$ cat src/rtl/sipo_word_assembler.sv
// ----------------------------------------------------------------------------
// sipo_word_assembler
//
// Serial-in, parallel-out word assembler with a double-buffered output.
// Single-bit samples are shifted into a WIDTH-bit shift register. A completed
// word moves into a holding register that is presented on a valid/ready
// handshake. The shift register keeps filling while the held word waits.
// If a word completes while the holding register is occupied and not being
// consumed, that word is dropped and a sticky overrun flag is raised.
//
// Optional feature (macro SIPO_PARITY_CHECK_EN):
//   Each frame carries one trailing even-parity bit after the WIDTH data bits.
//   A frame that fails parity is dropped, and parity_err pulses for one cycle.
//   Without the macro, parity_err is tied to 0.
//
// Parameters:
//   WIDTH      data word width (>= 2)
//   MSB_FIRST  1: first received bit ends up in word_out[WIDTH-1]
//              0: first received bit ends up in word_out[0]
//
// Ports:
//   clk         rising-edge clock
//   rst         asynchronous, active-high reset
//   bit_in      serial data bit, sampled when bit_valid=1
//   bit_valid   qualifies bit_in for one cycle
//   word_ready  downstream accepts word_out this cycle
//   clr_ovr     synchronous clear of overrun
//   word_out    assembled word (holding register)
//   word_valid  word_out holds an unconsumed word
//   overrun     sticky: a completed word was dropped
//   busy        a partial frame is in the shift register
//   parity_err  one-cycle pulse on a parity-failed frame (0 without the macro)
// ----------------------------------------------------------------------------
module sipo_word_assembler #(
    parameter int WIDTH     = 4,
    parameter bit MSB_FIRST = 1'b1
) (
    input  logic             clk,
    input  logic             rst,
    input  logic             bit_in,
    input  logic             bit_valid,
    input  logic             word_ready,
    input  logic             clr_ovr,
    output logic [WIDTH-1:0] word_out,
    output logic             word_valid,
    output logic             overrun,
    output logic             busy,
    output logic             parity_err
);

`ifdef SIPO_PARITY_CHECK_EN
    localparam int FRAME = WIDTH + 1;
`else
    localparam int FRAME = WIDTH;
`endif
    localparam int CW = $clog2(FRAME + 1);

    typedef enum logic {
        ST_EMPTY = 1'b0,
        ST_FULL  = 1'b1
    } state_t;

    logic [WIDTH-1:0] r_shift;
    logic [CW-1:0]    r_cnt;
    state_t           r_state;
    logic [WIDTH-1:0] r_word;
    logic             r_valid;
    logic             r_ovr;

    logic [WIDTH-1:0] w_shift_next;
    logic [WIDTH-1:0] w_candidate;
    logic             w_shift_en;
    logic             w_parity_ok;
    logic             w_complete;
    logic             w_accept;

    // Shift direction decides where the first bit finally lands.
    always_comb begin
        // NOTE: every always_comb output gets a default first so no path can
        // leave it unassigned and infer a latch.
        w_shift_next = r_shift;
        if (MSB_FIRST)
            w_shift_next = {r_shift[WIDTH-2:0], bit_in};
        else
            w_shift_next = {bit_in, r_shift[WIDTH-1:1]};
    end

`ifdef SIPO_PARITY_CHECK_EN
    // The parity bit arrives when the shift register already holds all data
    // bits; it is checked but never shifted in.
    assign w_candidate = r_shift;
    assign w_parity_ok = ~(^r_shift ^ bit_in);
    assign w_shift_en  = bit_valid && (r_cnt != CW'(WIDTH));
`else
    // The completing bit is merged in on the same edge it is sampled.
    assign w_candidate = w_shift_next;
    assign w_parity_ok = 1'b1;
    assign w_shift_en  = bit_valid;
`endif

    assign w_complete = bit_valid && (r_cnt == CW'(FRAME - 1));
    assign w_accept   = w_complete && w_parity_ok;

    // Shift register and frame bit counter.
    always_ff @(posedge clk or posedge rst) begin
        if (rst) begin
            r_shift <= '0;
            r_cnt   <= '0;
        end else begin
            // NOTE: sequential state uses non-blocking assignments so every
            // register samples pre-edge values, independent of block order.
            if (w_shift_en)
                r_shift <= w_shift_next;
            if (bit_valid)
                r_cnt <= w_complete ? '0 : r_cnt + CW'(1);
        end
    end

    // Output buffer FSM with registered word, valid and overrun.
    always_ff @(posedge clk or posedge rst) begin
        if (rst) begin
            // NOTE: the holding register is reset too, so word_out reads 0
            // until the first word rather than leaking pre-reset contents.
            r_state <= ST_EMPTY;
            r_word  <= '0;
            r_valid <= 1'b0;
            r_ovr   <= 1'b0;
        end else begin
            // A later overrun set in this block overrides the clear.
            if (clr_ovr)
                r_ovr <= 1'b0;

            case (r_state)
                ST_EMPTY: begin
                    if (w_accept) begin
                        r_word  <= w_candidate;
                        r_valid <= 1'b1;
                        r_state <= ST_FULL;
                    end
                end
                ST_FULL: begin
                    if (w_accept) begin
                        if (word_ready)
                            r_word <= w_candidate;  // seamless reload
                        else
                            r_ovr  <= 1'b1;         // candidate dropped
                    end else if (word_ready) begin
                        r_valid <= 1'b0;
                        r_state <= ST_EMPTY;
                    end
                end
                default: begin
                    r_state <= ST_EMPTY;
                    r_valid <= 1'b0;
                end
            endcase
        end
    end

`ifdef SIPO_PARITY_CHECK_EN
    logic r_parity_err;

    always_ff @(posedge clk or posedge rst) begin
        if (rst)
            r_parity_err <= 1'b0;
        else
            r_parity_err <= w_complete && !w_parity_ok;
    end

    assign parity_err = r_parity_err;
`else
    assign parity_err = 1'b0;
`endif

    assign word_out   = r_word;
    assign word_valid = r_valid;
    assign overrun    = r_ovr;
    assign busy       = (r_cnt != '0);

endmodule

$ cat config.mk
export PLATFORM = sky130hd
export DESIGN_NAME = sipo_word_assembler
export DESIGN_NICKNAME = d
export VERILOG_FILES = /design/src/rtl/sipo_word_assembler.sv
export SDC_FILE = /design/constraint.sdc
export NUM_CORES = 1
export LEC_CHECK = 0
export CELL_PAD_IN_SITES_DETAIL_PLACEMENT = 1
export CELL_PAD_IN_SITES_GLOBAL_PLACEMENT = 2
export CORE_AREA = 10 10 58 60
export CTS_BUF_LIST = sky130_fd_sc_hd__clkbuf_4 sky130_fd_sc_hd__clkbuf_8 sky130_fd_sc_hd__clkbuf_16
export CTS_CLUSTER_SIZE = 14
export DETAILED_ROUTE_END_ITERATION = 7
export DIE_AREA = 0 0 68 70
export PLACE_DENSITY_LB_ADDON = 0.3
export SKIP_CTS_REPAIR_TIMING = 1
export SYNTH_ARGS = -nofsm -noshare
export SYNTH_HDL_FRONTEND = slang
export SYNTH_SLANG_ARGS = --single-unit
$ cat constraint.sdc
create_clock -name clk -period 1.7 [get_ports clk]
set_input_delay 0.255 -clock clk [delete_from_list [all_inputs] [get_ports clk]]
set_output_delay 0.255 -clock clk [all_outputs]
set_load 0.05 [all_outputs]
== Word-level counts from Yosys, hierarchy flattened ==
Index checks and enable logic that the tools add are counted.

* Flip-flop bits (word level): 13
* Input port bits: 6
* Output and inout bits: 8
* Word-level logic and storage cells: 34

* Add/sub/neg operators: 1
* Equal/unequal tests: 5
* Muxes and demuxes: 17
* Bitwise logic cells: 1
* Reduce and logical (&&, ||, !) cells: 4

{| class="wikitable"
|+ Operators with widths
! operator !! count
|-
| $mux W4 || 3
|-
| $mux W1 || 10
|-
| $pmux W4 S2 || 1
|-
| $ne A2 B2 Y1 const B || 3
|-
| $reduce_and A3 Y1 || 2
|-
| $pmux W1 S2 || 2
|-
| $add A3 B1 Y3 const B || 1
|-
| $eq A3 B2 Y1 const B || 1
|-
| $mux W3 || 1
|-
| $reduce_bool A3 Y1 || 1
|-
| $ne A2 B1 Y1 const B || 1
|-
| $logic_and A1 B1 Y1 || 1
|-
| $not A1 Y1 || 1
|}

== Longest topological paths before layout ==
Gate-level depths: netlist of run 1.

* Depth in word-level cells: 4
* Depth in mapped cells: 6
* Gate-level depth less buffers: 6

== Worst setup path after synthesis of run 1 ==
OpenSTA, ideal clock, no wires.

* Path kind: register to register
* Start point: register r_cnt[0]
* End point: register r_word[0] (netlist: word_out[0])
* Library setup time: 0.125 ns
* Arrival time: 1.333 ns
* Required time: 1.575 ns
* Path slack: 0.242 ns
* Cell stages (with the launch flop): 7
* Path buffers: 0
* Clock period less this slack: 1.458 ns
* Path through: dfrtp_1 ha_1 nand3b_2 ha_1 nor2_4 nand2_4 mux2_4

* Cells in the longest elaborated chain, start to end: 4
* Elaborated cells on any way between the ends: 5
* Classes of those cells: eq/ne (3); reduce/logical (2)

{| class="wikitable"
|+ Ends and longest elaborated chain
! element !! RTL line !! text
|-
| from (decl) || 64 || <nowiki>logic [CW-1:0] r_cnt;</nowiki>
|-
| from (signal assigned) || 115 || <nowiki>r_cnt <= w_complete ? '0 : r_cnt + CW'(1);</nowiki>
|-
| $eq A3 B2 Y1 * || 101 || <nowiki>assign w_complete = bit_valid && (r_cnt == CW'(FRAME - 1));</nowiki>
|-
| $logic_and A1 B1 Y1 * || 101 ||
|-
| $ne A2 B2 Y1 (no source line) or $ne A2 B1 Y1 (tied branches) || n/a ||
|-
| $reduce_and A3 Y1 (no source line) * || n/a ||
|-
| to (signal assigned) || 136 || <nowiki>r_word <= w_candidate;</nowiki>
|-
| to (signal assigned) || 144 || <nowiki>r_word <= w_candidate;</nowiki>
|-
| to (decl) || 66 || <nowiki>logic [WIDTH-1:0] r_word;</nowiki>
|}

Mark *: on every way between the ends. The rest lies on a longest branch, timed or not.
A chain may end at the register's enable or synchronous reset.

== Final worst setup path of run 1 ==
* Start point: register r_cnt[1]
* End point: register r_word[3] (netlist: word_out[3])

Same word-level chain as after synthesis.

==> results.md, run 1 <==
- # clock sinks: 13
- CP Max Fanout: 4
- Worst hold path class: in2async
- Synth Area per Inst: 13.3 sq um
- Ant. Diodes: 0
- Fraction of layout cells with a size suffix above 1: 38.7%
- Yosys reg bits: 13
- Post-synth ARST share: 100%
- Adder-Cell Fraction of Synth Area: 8.20%
- Top Ports: 14
- # Max-Cap Violations: 0
- Pin count of the biggest net entering global routing: 14
- Clock Pin Slew Worst Setup and Hold Paths: 0.08 ns
- CTS buffer count: 3
- Number of enable flip-flop cells after synthesis: 0
- Data required time of the critical path: 1.86 ns
- Post-synthesis xor/xnor area fraction: 0%
- Overall Global Routing Usage: 5.29%
- Top_reg_cell synth: dfrtp_1
- Fin crit share: 89.2%
- Port buffer count: 12
- Nets@finish: 73
- Die area: 4760 sq um
- Remaining global-route overflow: 0
- Critical Path Sink Type: flip-flop
- Post-synth top cells: dfrtp_1, inv_1, ha_1, mux2_4, mux2_2
- Post-DR wirelength/cell: 12.0 microns
- Simple-gate share of the synthesized area: 11.7%
- Yosys warning total: 0
- Final Slew Violations: 0
- Largest cells by area after synthesis: dfrtp_1, mux2_4, ha_1, mux2_2, inv_1
- Gp weighted congestion: 0.685
- Post-Synthesis Cells: 46
- Die H: 70 microns
- # fillers: 268
- Total number of vias: 370
- Endpoints failing setup: 0
- Placed Instance Area: 763 sq um
- First-pass GRT wire length: 1.89 mm
- Worst hold slack: 0.297 ns
- Hold Vio Cnt, Final: 0
- Dominant cell type by area after synthesis: dfrtp_1
- Setup CP Type: reg2reg
- Yosys cell types: 18
- Area share of the largest cell type after synthesis: 53.3%
- Post-route ant nets: 0
- Clock skew: 0.00241 ns
- Drt drc: 0
- Synth Area in Compound Gates: 5.33%
- Starting density of the core: 26.1%
- Multi-input gate area: 251 sq um
- Seq/Total Area, Yosys: 53.3%
- Clock buffer depth: 2
- Fmax: 660 MHz
- CP arrival: 1.68 ns
- Die Wd: 68 microns
- Vias per cell: 4.02
- Count leader, synth: dfrtp_1
- Vias in the first global route: 419
- LEAKAGE: 0.384 nW
- Clock latency on the worst-skew pair: 0.28 ns
- Cell Pwr Density: 1750 nW/um^2
- Layout overhead on the synthesized area: 29.9%
- Drt first pass iters: 2
- Final worst slack: 0.184 ns
- Core area: 2340 sq um
- Post-DP HPWL: 885 microns
- Syn Nets: 56
- Startpoint Class: flip-flop
- Core Util, Final: 33.9%
- Peak supply drop: 0.000819 V
- TNS Setup: 0 ns
- Mux contribution to synthesized area: 15.4%
- CTS tree: done
- Largest family of logic cells by synthesized area: multiplexers
- Outcome: finished, final reports clean
- Final Cell Area: 793 sq um
- DRT Wirelength: 1.11 mm
- Antenna violations before repair: 0
- Drt initial violations: 4
- Pre-CTS WS: -0.0651 ns
- Mapped Area: 611 sq um
- Rows: 18
- CTS H-tree lvls: 1
- Clock Tree Root: clkbuf_4
- Minimum clock period: 1.52 ns
- RSZ-0062 raised after global routing: no
- FF+latch area: 325 sq um
## where the power goes
group | total (mW) | internal [mW] | switching (mW)
combinational | 0.718 | 0.299 | 0.419
sequential | 0.465 | 0.406 | 0.0593
clock | 0.209 | 0.107 | 0.102
total | 1.39 | 0.811 | 0.581
## layer usage
layer	up-vias	global-route usage, %	share of wire [%]
met5	-	0	0
met4	0	3.36	1.3
met3	2	3.35	9.2
met2	10	7.14	46
met1	179	5.95	43
li1	179	-	-
## cell usage in the layout, fill, tap and decap left out, types with 2 or more instances in the layout
cell / count
mux2_2: 3
ha_1: 4
nand2_1: 2
nand3_1: 2
inv_1: 5
buf_4: 8
o21ai_0: 2
clkbuf_4: 4
clkdlybuf4s50_1: 5
dfrtp_1: 13
mux2_4: 4
## layout make-up
cell class                      count  area share, %
Clock buffer                        4           3.79
Sequential cell                    13           41.0
Tap cell                           30           4.73
Multi-Input combinational cell     26           31.7
Timing Repair Buffer               14           16.4
Inverter                            5           2.37
## sequential cells by signal (all words and copies together) (netlist names)
register / flops
r_state: 1
r_shift: 3
word_out: 4
r_cnt: 3
overrun: 1
word_valid: 1
## path summary, 6_finish.rpt
kind	depth (start not counted)	endpoint	slack (ns)	startpoint
worst min register to register	1	word_valid$_DFFE_PP0P_	0.50	word_valid$_DFFE_PP0P_
worst min-delay path	2	overrun$_DFF_PP0_	0.30	rst
max in group asynchronous	2	word_out[3]$_DFFE_PP0P_	1.08	rst
worst max register to register	6	word_out[3]$_DFFE_PP0P_	0.18	r_cnt[1]$_DFFE_PP0P_
worst max-delay path	6	word_out[3]$_DFFE_PP0P_	0.18	r_cnt[1]$_DFFE_PP0P_
min in group clk	1	word_valid$_DFFE_PP0P_	0.50	word_valid$_DFFE_PP0P_
## through the flow
stage,cells,power [mW]
6_report,92,1.39
5_1_grt,92,1.49
4_1_cts,92,1.42
3_5_place_dp,88,1.20
3_3_place_gp,88,1.20
2_1_floorplan,46,0.982
## cell families (layout without fill, tap and decap cells)
family                   count (synthesis)  in the layout
AO/OA/AOI/OAI                            5              5
adder cells (fa/ha/maj)                  4              4
buffers and inverters                    7             23
flip-flops                              13             13
multiplexers                             7              7
other                                    1              1
AND/OR/NAND/NOR                          9              9
## critical path, stage by stage (launching register included)
cell and delay, ns:
dfrtp_1 0.36, ha_1 0.18, nand3b_2 0.12, ha_1 0.23, nor2_4 0.13, nand2_4 0.09
mux2_4 0.30
Note: power is estimated with default switching activity, not from simulation.
==> run 2, diff against run 1 <==
--- a/config.mk
+++ b/config.mk
@@ -13,6 +13,7 @@
 export DETAILED_ROUTE_END_ITERATION = 7
 export DIE_AREA = 0 0 68 70
 export PLACE_DENSITY_LB_ADDON = 0.3
+export REMOVE_ABC_BUFFERS = 1
 export SKIP_CTS_REPAIR_TIMING = 1
 export SYNTH_ARGS = -nofsm -noshare
 export SYNTH_HDL_FRONTEND = slang
==> run 2 against run 1 <==
  * Routed wire length grew 5.0%
  * Largest cell class unchanged
  * Critical path type unchanged
  * Total power grew 0.38%
  * Global-route usage grew 0.16 points
  * First-iteration DRC count shrank 25%
  * Final cell count is the same
  * Clock skew grew 0.0040 ns
  * Sequential power is essentially flat
==> results.md, run 2 (same netlist as run 1, synthesis figures left out) <==
- Internal power: 0.812 mW (about the same)
- Core Util, Final: 33.9% (unchanged)
- Bufs and invs on worst path: 0 (unchanged)
- CTS H-tree lvls: 1 (unchanged)
- Hold Vio Cnt, Final: 0 (unchanged)
- Cell Pwr Density: 1760 nW/um^2 (+0.38%)
- Endpoints failing setup: 0 (unchanged)
- Vias per cell: 4.13 (+2.7%)
- Critical Path Sink Type: flip-flop
- Slowest Stage Delay on Critical Path: 0.37 ns (about the same)
- CTS tree: done
- Post-route ant nets: 0 (unchanged)
- Die area: 4760 sq um (unchanged)
- Sw Share: 41.9% (+0.21 points)
- Launch point of the worst reg-to-reg path: r_cnt[0]$_DFFE_PP0P_
- Fin crit share: 89.0% (-0.19 points)
- CP Max Fanout: 4 (unchanged)
- Gp weighted congestion: 0.646 (-5.7%)
- Fmax: 661 MHz (+0.21%)
- # clock sinks: 13 (unchanged)
- Pre-CTS WS: -0.0412 ns (+0.0239 ns)
- Antenna violations before repair: 0 (unchanged)
- Worst hold path class: in2async
- # Max-Cap Violations: 0 (unchanged)
- Worst path slowest cell: dfrtp_1
- Multi-input gate area: 251 sq um (unchanged)
- First-pass GRT wire length: 1.96 mm (+3.7%)
- Startpoint Class: flip-flop
- Reg2Reg Setup Slack: 0.19 ns (about the same)
- # fillers: 281 (+4.9%)
- CP most frequent cell: ha_1
- Most common cell after layout, fill and taps aside: dfrtp_1
- Rows: 18 (unchanged)
- Peak supply drop: 0.000705 V (-14%)
- Worst-Margin Slew: 0.519 ns
- Reg power frac: 33.3% (about the same)
- R2r worst-path depth: 6 (unchanged)
- Drt drc: 0 (unchanged)
- Post-DR wirelength/cell: 12.6 microns (+5.0%)
- CTS buffer count: 3 (unchanged)
- Final Slew Violations: 0 (unchanged)
- RSZ-0062 raised after global routing: no
- Clock network power share: 15.0% (about the same)
- LEAKAGE: 0.384 nW (unchanged)
- Grt peak-use layer: met2
- Remaining global-route overflow: 0 (unchanged)
- Fraction of layout cells with a size suffix above 1: 38.7% (unchanged)
- Worst slew margin: 65.4%
- Port buffer count: 12 (unchanged)
- Outcome: finished, final reports clean
- Clock Tree Root: clkbuf_4
- Cells along the critical path: ha_1 > nand3b_2 > ha_1 > nor2_4 > nand2_4 > mux2_4
- Power Total: 1.40 mW (+0.38%)
- Clock latency on the worst-skew pair: 0.28 ns (about the same)
- Overall Global Routing Usage: 5.45% (+0.16 points)
- Data required time of the critical path: 1.86 ns (about the same)
- Die H: 70 microns (unchanged)
- Ant. Diodes: 0 (unchanged)
- Met3 usage: 4.63% (+1.3 points)
- FF+latch area: 325 sq um (unchanged)
- Worst r2r dst: word_out[0]$_DFFE_PP0P_
- DRT Wirelength: 1.16 mm (+5.0%)
- Clock Pin Slew Worst Setup and Hold Paths: 0.08 ns (about the same)
- CP arrival: 1.67 ns (about the same)
- Clock skew: 0.00642 ns (+0.00401 ns)
- Drt first pass iters: 2 (unchanged)
- Vias in the first global route: 426 (+1.7%)
- Pin count of the biggest net entering global routing: 14 (unchanged)
- Total number of vias: 380 (+2.7%)
- Layout overhead on the synthesized area: 29.9% (unchanged)
- Core area: 2340 sq um (unchanged)
- Starting density of the core: 26.1% (unchanged)
- Top Ports: 14 (unchanged)
- Final worst slack: 0.187 ns (+0.00318 ns)
- Combinational share of power: 51.6% (about the same)
- Post-DP HPWL: 917 microns (+3.6%)
- Most frequent cells in the layout: dfrtp_1, buf_4, inv_1, clkdlybuf4s50_1
- Setup CP Type: reg2reg
- Die Wd: 68 microns (unchanged)
- Max reg flops: 4 (unchanged)
- CP delay by family, top: adder cells
- Met1 usage: 6.15% (+0.19 points)
- Drt initial violations: 3 (-1)
- Nets@finish: 73 (unchanged)
- Minimum clock period: 1.51 ns (-0.00318 ns)
- Met2 Usage GRT: 7.56% (+0.41 points)
- Clock buffer depth: 2 (unchanged)
- P_sw: 0.586 mW (+0.90%)
==> run 2: cell counts in the layout (fill, tap and decap cells not counted) <==
No cell type changed its count.
==> run 2: worst max-delay path by stage <==
stage / start / to / slack (ns) / depth (start not counted)
after floorplan: r_cnt[0]$_DFFE_PP0P_ / word_out[0]$_DFFE_PP0P_ / 0.24 / 6
after global placement: bit_valid / word_out[0]$_DFFE_PP0P_ / -0.03 / 6
after detailed placement: bit_valid / word_out[1]$_DFFE_PP0P_ / -0.04 / 6
after CTS: r_cnt[0]$_DFFE_PP0P_ / word_out[0]$_DFFE_PP0P_ / 0.16 / 6
after global routing: r_cnt[0]$_DFFE_PP0P_ / word_out[2]$_DFFE_PP0P_ / 0.11 / 6
final: r_cnt[0]$_DFFE_PP0P_ / word_out[0]$_DFFE_PP0P_ / 0.19 / 6
==> run 2: metal layers <==
metal | up-vias | wire length [microns]
li1 | 180 | -
met1 | 188 | 523
met2 | 10 | 532
met3 | 2 | 98
met4 | 0 | 5
met5 | - | 0
==> run 2: worst reg2reg max path: cells and delay by family, from the launching register on <==
kind / cells / cell delay (ns)
adders and majority gates: 2 / 0.41
DFF: 1 / 0.37
muxes: 1 / 0.30
and+or+nand+nor: 3 / 0.33
==> run 2: power groups by stage <==
stage | Combinational, mW | Clock, mW | Sequential, mW
CTS | 0.735 | 0.222 | 0.469
detailed placement | 0.734 | 0 | 0.474
finish | 0.722 | 0.210 | 0.466
global route | 0.773 | 0.237 | 0.481
global placement | 0.727 | 0 | 0.473
floorplan | 0.299 | 0 | 0.677
==> run 2: metrics by stage <==
step,TNS [ns],cell area (sq um),hold slack [ns],std cells
after floorplan,0,596,0.132,44
after global placement,-0.125,763,0.492,88
after detailed placement,-0.151,763,0.492,88
after CTS,0,793,0.330,92
after global routing,0,793,0.358,92
final,0,793,0.315,92
==> run 2: final cells by class <==
class                           instances  share of cell area, %
Sequential cell                        13                   41.0
Inverter                                5                   2.37
Multi-Input combinational cell         26                   31.7
Tap cell                               30                   4.73
Timing Repair Buffer                   14                   16.4
Clock buffer                            4                   3.79
